--- src/rtl/snitch_pkg.sv ---
// Cluster-shared Snitch types: accelerator addresses, shared MULDIV arbiter statistics and tag layout.
// Pure declarations, no logic; no latency or backpressure of its own.
package snitch_pkg;

   typedef enum logic [31:0] {
      FP_SS         = 32'd0,
      SHARED_MULDIV = 32'd1,
      DMA_SS        = 32'd2
   } acc_addr_e;

   localparam int unsigned MuldivArbMaxCores = 16;

   // Only the low NrCores grant entries are meaningful; the rest stay zero.
   typedef struct packed {
      logic [MuldivArbMaxCores-1:0][31:0] grants;
      logic [31:0]                        full_cycles;
   } muldiv_arb_stats_t;

   // MDU-side tag is {core_idx, rd}: rd sits at bit 0, core_idx directly above it.
   localparam int unsigned MuldivTagRdLsb = 0;

   function automatic int unsigned muldiv_tag_idx_lsb(input int unsigned id_width);
      return id_width;
   endfunction

endpackage

--- src/rtl/snitch_muldiv_rr_pick.sv ---
// Round-robin picker: lowest valid index at or above rr, wrapping to 0.
// Purely combinational, no backpressure; the caller decides when the pointer moves.
module snitch_muldiv_rr_pick #(
   parameter int unsigned NrCores = 4,
   parameter int unsigned IdxW    = 2
) (
   input  logic [NrCores-1:0] valid,
   input  logic [IdxW-1:0]    rr,
   output logic [IdxW-1:0]    winner,
   output logic               any
);

   logic [IdxW-1:0] cand;

   always_comb begin
      winner = '0;
      any    = 1'b0;
      cand   = '0;
      for (int unsigned i = 0; i < NrCores; i++) begin
         cand = IdxW'((32'(rr) + i) % NrCores);
         if (!any && valid[cand]) begin
            any    = 1'b1;
            winner = cand;
         end
      end
   end

endmodule

--- src/rtl/snitch_shared_muldiv_arbiter.sv ---
// Shares one MDU among NrCores cores: round-robin, registered request (1 cycle), combinational response routing.
// Stalls cores while the request register is held or MaxOutstanding is reached; stats only with SNITCH_MULDIV_ARB_STATS_EN.
module snitch_shared_muldiv_arbiter
   import snitch_pkg::*;
#(
   parameter int unsigned NrCores        = 4,
   parameter int unsigned DataWidth      = 32,
   parameter int unsigned IdWidth        = 5,
   parameter int unsigned MaxOutstanding = 4,
   parameter int unsigned CoreIdxW       = (NrCores > 1) ? $clog2(NrCores) : 1
) (
   input  logic                                clk_i,
   input  logic                                rst_ni,
   input  logic [NrCores-1:0]                  core_qvalid_i,
   output logic [NrCores-1:0]                  core_qready_o,
   input  logic [NrCores-1:0][IdWidth-1:0]     core_qid_i,
   input  logic [NrCores-1:0][31:0]            core_qdata_op_i,
   input  logic [NrCores-1:0][DataWidth-1:0]   core_qdata_arga_i,
   input  logic [NrCores-1:0][DataWidth-1:0]   core_qdata_argb_i,
   output logic [NrCores-1:0]                  core_pvalid_o,
   input  logic [NrCores-1:0]                  core_pready_i,
   output logic [IdWidth-1:0]                  core_pid_o,
   output logic [DataWidth-1:0]                core_pdata_o,
   output logic                                core_perror_o,
   output logic                                mdu_qvalid_o,
   input  logic                                mdu_qready_i,
   output logic [IdWidth+CoreIdxW-1:0]         mdu_qid_o,
   output logic [31:0]                         mdu_qdata_op_o,
   output logic [DataWidth-1:0]                mdu_qdata_arga_o,
   output logic [DataWidth-1:0]                mdu_qdata_argb_o,
   input  logic                                mdu_pvalid_i,
   output logic                                mdu_pready_o,
   input  logic [IdWidth+CoreIdxW-1:0]         mdu_pid_i,
   input  logic [DataWidth-1:0]                mdu_pdata_i,
   input  logic                                mdu_perror_i,
   output logic [NrCores-1:0][31:0]            stat_grants_o,
   output logic [31:0]                         stat_full_cycles_o
);

   localparam int unsigned InflW  = $clog2(MaxOutstanding + 1);
   localparam int unsigned TagW   = IdWidth + CoreIdxW;
   localparam int unsigned IdxLsb = muldiv_tag_idx_lsb(IdWidth);

   logic                 valid_q;
   logic [TagW-1:0]      qid_q;
   logic [31:0]          op_q;
   logic [DataWidth-1:0] arga_q, argb_q;
   logic [CoreIdxW-1:0]  rr_q, winner, idx;
   logic [InflW-1:0]     inflight_q;
   logic                 any_vld, accept, not_full, full, idx_ok, resp_hs;

   snitch_muldiv_rr_pick #(
      .NrCores (NrCores),
      .IdxW    (CoreIdxW)
   ) i_rr_pick (
      .valid  (core_qvalid_i),
      .rr     (rr_q),
      .winner (winner),
      .any    (any_vld)
   );

   // Gate on the registered count so a same-cycle response never frees a slot early.
   assign full     = (inflight_q == InflW'(MaxOutstanding));
   assign not_full = (inflight_q <  InflW'(MaxOutstanding));
   assign accept   = (!valid_q || mdu_qready_i) && not_full && any_vld;

   always_comb begin
      core_qready_o = '0;
      if (accept) core_qready_o[winner] = 1'b1;
   end

   always_ff @(posedge clk_i or negedge rst_ni) begin
      if (!rst_ni) begin
         valid_q <= 1'b0;
         qid_q   <= '0;
         op_q    <= '0;
         arga_q  <= '0;
         argb_q  <= '0;
         rr_q    <= '0;
      end else if (accept) begin
         valid_q <= 1'b1;
         qid_q   <= {winner, core_qid_i[winner]};
         op_q    <= core_qdata_op_i[winner];
         arga_q  <= core_qdata_arga_i[winner];
         argb_q  <= core_qdata_argb_i[winner];
         rr_q    <= (winner == CoreIdxW'(NrCores - 1)) ? '0 : winner + CoreIdxW'(1);
      end else if (mdu_qready_i) begin
         valid_q <= 1'b0;
      end
   end

   assign mdu_qvalid_o     = valid_q;
   assign mdu_qid_o        = qid_q;
   assign mdu_qdata_op_o   = op_q;
   assign mdu_qdata_arga_o = arga_q;
   assign mdu_qdata_argb_o = argb_q;

   // Responses tagged with a nonexistent core are swallowed so the MDU never deadlocks.
   assign idx    = mdu_pid_i[IdxLsb +: CoreIdxW];
   assign idx_ok = (32'(idx) < NrCores);

   always_comb begin
      core_pvalid_o = '0;
      mdu_pready_o  = 1'b1;
      if (idx_ok) begin
         core_pvalid_o[idx] = mdu_pvalid_i;
         mdu_pready_o       = core_pready_i[idx];
      end
   end

   assign resp_hs       = mdu_pvalid_i && mdu_pready_o;
   assign core_pid_o    = mdu_pid_i[MuldivTagRdLsb +: IdWidth];
   assign core_pdata_o  = mdu_pdata_i;
   assign core_perror_o = mdu_perror_i;

   always_ff @(posedge clk_i or negedge rst_ni) begin
      if (!rst_ni) begin
         inflight_q <= '0;
      end else if (accept && !resp_hs) begin
         inflight_q <= inflight_q + InflW'(1);
      end else if (!accept && resp_hs && (inflight_q != '0)) begin
         inflight_q <= inflight_q - InflW'(1);
      end
   end

   muldiv_arb_stats_t stats;
   logic              stats_unused;

`ifdef SNITCH_MULDIV_ARB_STATS_EN
   logic [NrCores-1:0][31:0] grant_q;
   logic [31:0]              full_q;

   always_ff @(posedge clk_i or negedge rst_ni) begin
      if (!rst_ni) begin
         grant_q <= '0;
         full_q  <= '0;
      end else begin
         for (int i = 0; i < NrCores; i++) begin
            if (accept && (32'(winner) == i)) grant_q[i] <= grant_q[i] + 32'd1;
         end
         if (|core_qvalid_i && full) full_q <= full_q + 32'd1;
      end
   end

   always_comb begin
      stats                       = '0;
      stats.grants[NrCores-1:0]   = grant_q;
      stats.full_cycles           = full_q;
   end
`else
   assign stats = '0;
`endif

   assign stat_grants_o      = stats.grants[NrCores-1:0];
   assign stat_full_cycles_o = stats.full_cycles;
   assign stats_unused       = ^{stats, full};

   assert property (@(posedge clk_i) disable iff (!rst_ni) resp_hs |-> (inflight_q != '0));
   assert property (@(posedge clk_i) disable iff (!rst_ni) mdu_pvalid_i |-> idx_ok);

endmodule

--- config.mk ---
export PLATFORM = sky130hd
export DESIGN_NAME = snitch_shared_muldiv_arbiter
export DESIGN_NICKNAME = d
export VERILOG_FILES = /design/src/rtl/snitch_pkg.sv /design/src/rtl/snitch_muldiv_rr_pick.sv /design/src/rtl/snitch_shared_muldiv_arbiter.sv
export SDC_FILE = /design/constraint.sdc
export NUM_CORES = 1
export LEC_CHECK = 0
export CAP_MARGIN = 20
export CORE_AREA = 3 3 300 302
export DETAILED_ROUTE_END_ITERATION = 16
export DIE_AREA = 0 0 303 305
export GPL_ROUTABILITY_DRIVEN = 0
export PLACE_DENSITY_LB_ADDON = 0.25
export SETUP_SLACK_MARGIN = 0.4
export SYNTH_ARGS = -nofsm -noshare
export SYNTH_HDL_FRONTEND = slang
export SYNTH_SLANG_ARGS = --single-unit
export TNS_END_PERCENT = 10
--- constraint.sdc ---
create_clock -name clk_i -period 2.42 [get_ports clk_i]
set_input_delay 0.242 -clock clk_i [delete_from_list [all_inputs] [get_ports clk_i]]
set_output_delay 0.242 -clock clk_i [all_outputs]
set_load 0.005 [all_outputs]
==> flow_summary.yaml <==
floorplanning:
  io-pin-count: 767
  start_util_pct: 9.77
  rows: 109
  dieHeight_microns: 305
  coreArea_sq_um: 88000
  dieArea_sq_um: 92400
  die_x_microns: 303
synth:
  synth_ff_type: "dfrtp_1"
  syn-cell-area_sq_um: 8590
  synth_top_area_share_pct: 31.8
  synth_cell_types: 39
  syn_avg_cell_area_sq_um: 10.3
  synth_edf_count: 0
  synth_area_leader_cell: "dfrtp_1"
  synthCells: 831
  yosysSeqAreaShare_pct: 31.8
  async_flop_share_pct: 100
  netlist_top_cells_area: "dfrtp_1, mux2i_1, buf_4, o221ai_2, o221ai_1"
  synth-warning-count: 0
  ys_seq_elements: 109
power:
  netSwitchingPower_mw: 5.12
  power_density_nw_per_um2: 842
  power.leakage_nw: 6.78
  seqPwrFrac_pct: 23.7
  p_sw_share_pct: 38.3
  power_frac_clock_pct: 12.3
  p_int_mw: 8.26
  p_total_mw: 13.4
  combPwrFrac_pct: 64.0
  ir_drop_v: 0.000356
clock_network:
  clockRootBuffer: "clkbuf_16"
  cts.sinks: 109
  clk_latency_ns: 0.39
  htree_levels: 3
  cts_tree: "done"
  clock_path_buffers: 2
  cts_made_buffers: 9
  clk_pin_slew_ns: 0.10
drt:
  maxUsedRoutingLayer: "met5"
  wl_per_cell_microns: 16.8
  wl_met3_microns: 3450
  drc: 0
  firstDrtPassIters: 4
  wl_microns: 42700
  wl_met2_microns: 22500
  vias_per_cell: 3.12
  dr_total_vias: 7912
  drt-met1-wl_microns: 15200
  antenna_left: 0
  drt_iter0_drc: 222
worst_setup_path:
  cp.arrival_ns: 2.36
  required_ns: 2.68
  worstSetupStartpoint: "core_qvalid_i[3]"
  worstPathMaxFanout: 13
  r2r-start: "rr_q[0]"
  critPathLaunchType: "input pin"
  cp-end-kind: "flip-flop"
  path_class: "in2reg"
grt:
  antenna_found_initial: 2
  grt_max_degree: 68
  grt_pass1_wl_microns: 56900
  grt_overflow: 0
  grt_pass1_vias: 8642
  track_usage_pct: 8.40
layout:
  diodes: 0
  fin_area_sq_um: 15900
  drive_above_1_share_pct: 14.6
  fin_nets: 1830
  area_delta_synth_final_pct: 84.9
  layout_common_cells: "clkdlybuf4s50_1, mux2i_1, conb_1, nand2_1, dfrtp_1"
  mostFrequentLayoutCell: "clkdlybuf4s50_1"
timing:
  rsz0062_at_grt: "true"
  fmax_mhz: 476
  tns_ns: 0
  min_period_ns: 2.10
  setup_violations: 0
  drv_slew: 0
  fin_skew_ns: 0.0192
  hold_viol: 0
  hold_ws_ns: 0.298
  fin_crit_sh_pct: 86.8
placed_design:
  port_buffers: 530
  place_hpwl_microns: 32200
  placed_cell_area_sq_um: 14600
hold_path:
  holdCritPathClass: "in2async"
run:
  drv_cap: 0
status:
  status: "finished clean"
per-stage QoR:
step | util [%] | instances | setup WS, ns
2_1_floorplan | - | 990 | 0.514
3_3_place_gp | 16.6 | 2485 | -0.160
3_5_place_dp | 16.6 | 2485 | -0.207
4_1_cts | 17.3 | 2517 | 0.294
5_1_grt | 18.1 | 2539 | 0.244
6_report | 18.1 | 2539 | 0.318
final timing paths:
| kind | endpoint | slack, ns | cells after the start |
|---|---|---|---|
| min reg2reg | mdu_qdata_arga_o[5] | 0.49 | 2 |
| max | mdu_qdata_argb_o[4] | 0.32 | 9 |
| max reg2reg | mdu_qdata_argb_o[4] | 0.36 | 11 |
| min | inflight_q[0] | 0.30 | 2 |
| min in group clk_i | core_pdata_o[3] | 0.48 | 0 |
| max in group asynchronous | mdu_qdata_arga_o[8] | 1.48 | 3 |
power groups by stage:
stage	Sequential (mW)	Combinational [mW]	Clock [mW]
finish	3.17	8.57	1.64
global route	3.28	9.26	1.84
CTS	3.18	7.91	1.82
detailed placement	3.20	7.48	0
global placement	3.18	7.49	0
floorplan	3.19	4.01	0
state kept, by name, summed over array words and instances, names as in the netlist:
register and count:
mdu_qid_o 7, mdu_qvalid_o 1, inflight_q 3, mdu_qdata_op_o 32, mdu_qdata_argb_o 32, mdu_qdata_arga_o 32
rr_q 2
kinds of logic (layout without fill, tap and decap cells):
| kind of cell | Yosys count | in the layout | share of synthesized area [%] |
|---|---|---|---|
| DFF | 109 | 109 | 31.8 |
| buffers and inverters | 260 | 644 | 22.4 |
| muxes | 205 | 205 | 24.0 |
| and+or+nand+nor | 132 | 132 | 6.47 |
| adders and majority gates | 5 | 5 | 0.816 |
| AOI/OAI and AO/OA | 119 | 119 | 14.5 |
| other | 1 | 160 | 0.0437 |
critical path, cell delays in order:
cell             delay [ns]
clkdlybuf4s50_1        0.46
or4_4                  0.52
and3_4                 0.19
buf_4                  0.14
buf_4                  0.16
nand2_4                0.12
buf_12                 0.17
buf_4                  0.21
o221ai_1               0.13
layer usage:
metal,global-route usage [%],up-vias
met1,8.52,3709
met5,0,-
met2,15.7,421
met4,3.78,2
met3,2.46,57
li1,-,3723
final cells by class:
| class | count | area [sq um] |
|---|---|---|
| Clock buffer | 10 | 229 |
| Clock inverter | 6 | 65.1 |
| Fill cell | 9718 | 72100 |
| Inverter | 5 | 23.8 |
| Multi-Input combinational cell | 621 | 4810 |
| Sequential cell | 109 | 2730 |
| Tap cell | 1165 | 1460 |
| Timing Repair Buffer | 623 | 6570 |
synth_stat cells (all sizes together) (2+ instances only):
master    n
ha        4
nand2   112
and2      4
nor2      6
and3      2
clkbuf   15
o21ai     4
o21a      2
o211ai    2
dfrtp   109
buf     240
o221ai  102
a21oi     3
mux2i   204
nor2b     3
inv       5
what timing repair did:
action,4_1_cts,5_1_grt
hold endpoints to repair,30,0
setup endpoints to repair,68,108
hold buffers,1,0
resized for setup,49,75
gates cloned,4,8
pin swaps,6,10
buffers inserted,11,14
Power figures use the tool's default switching activity.
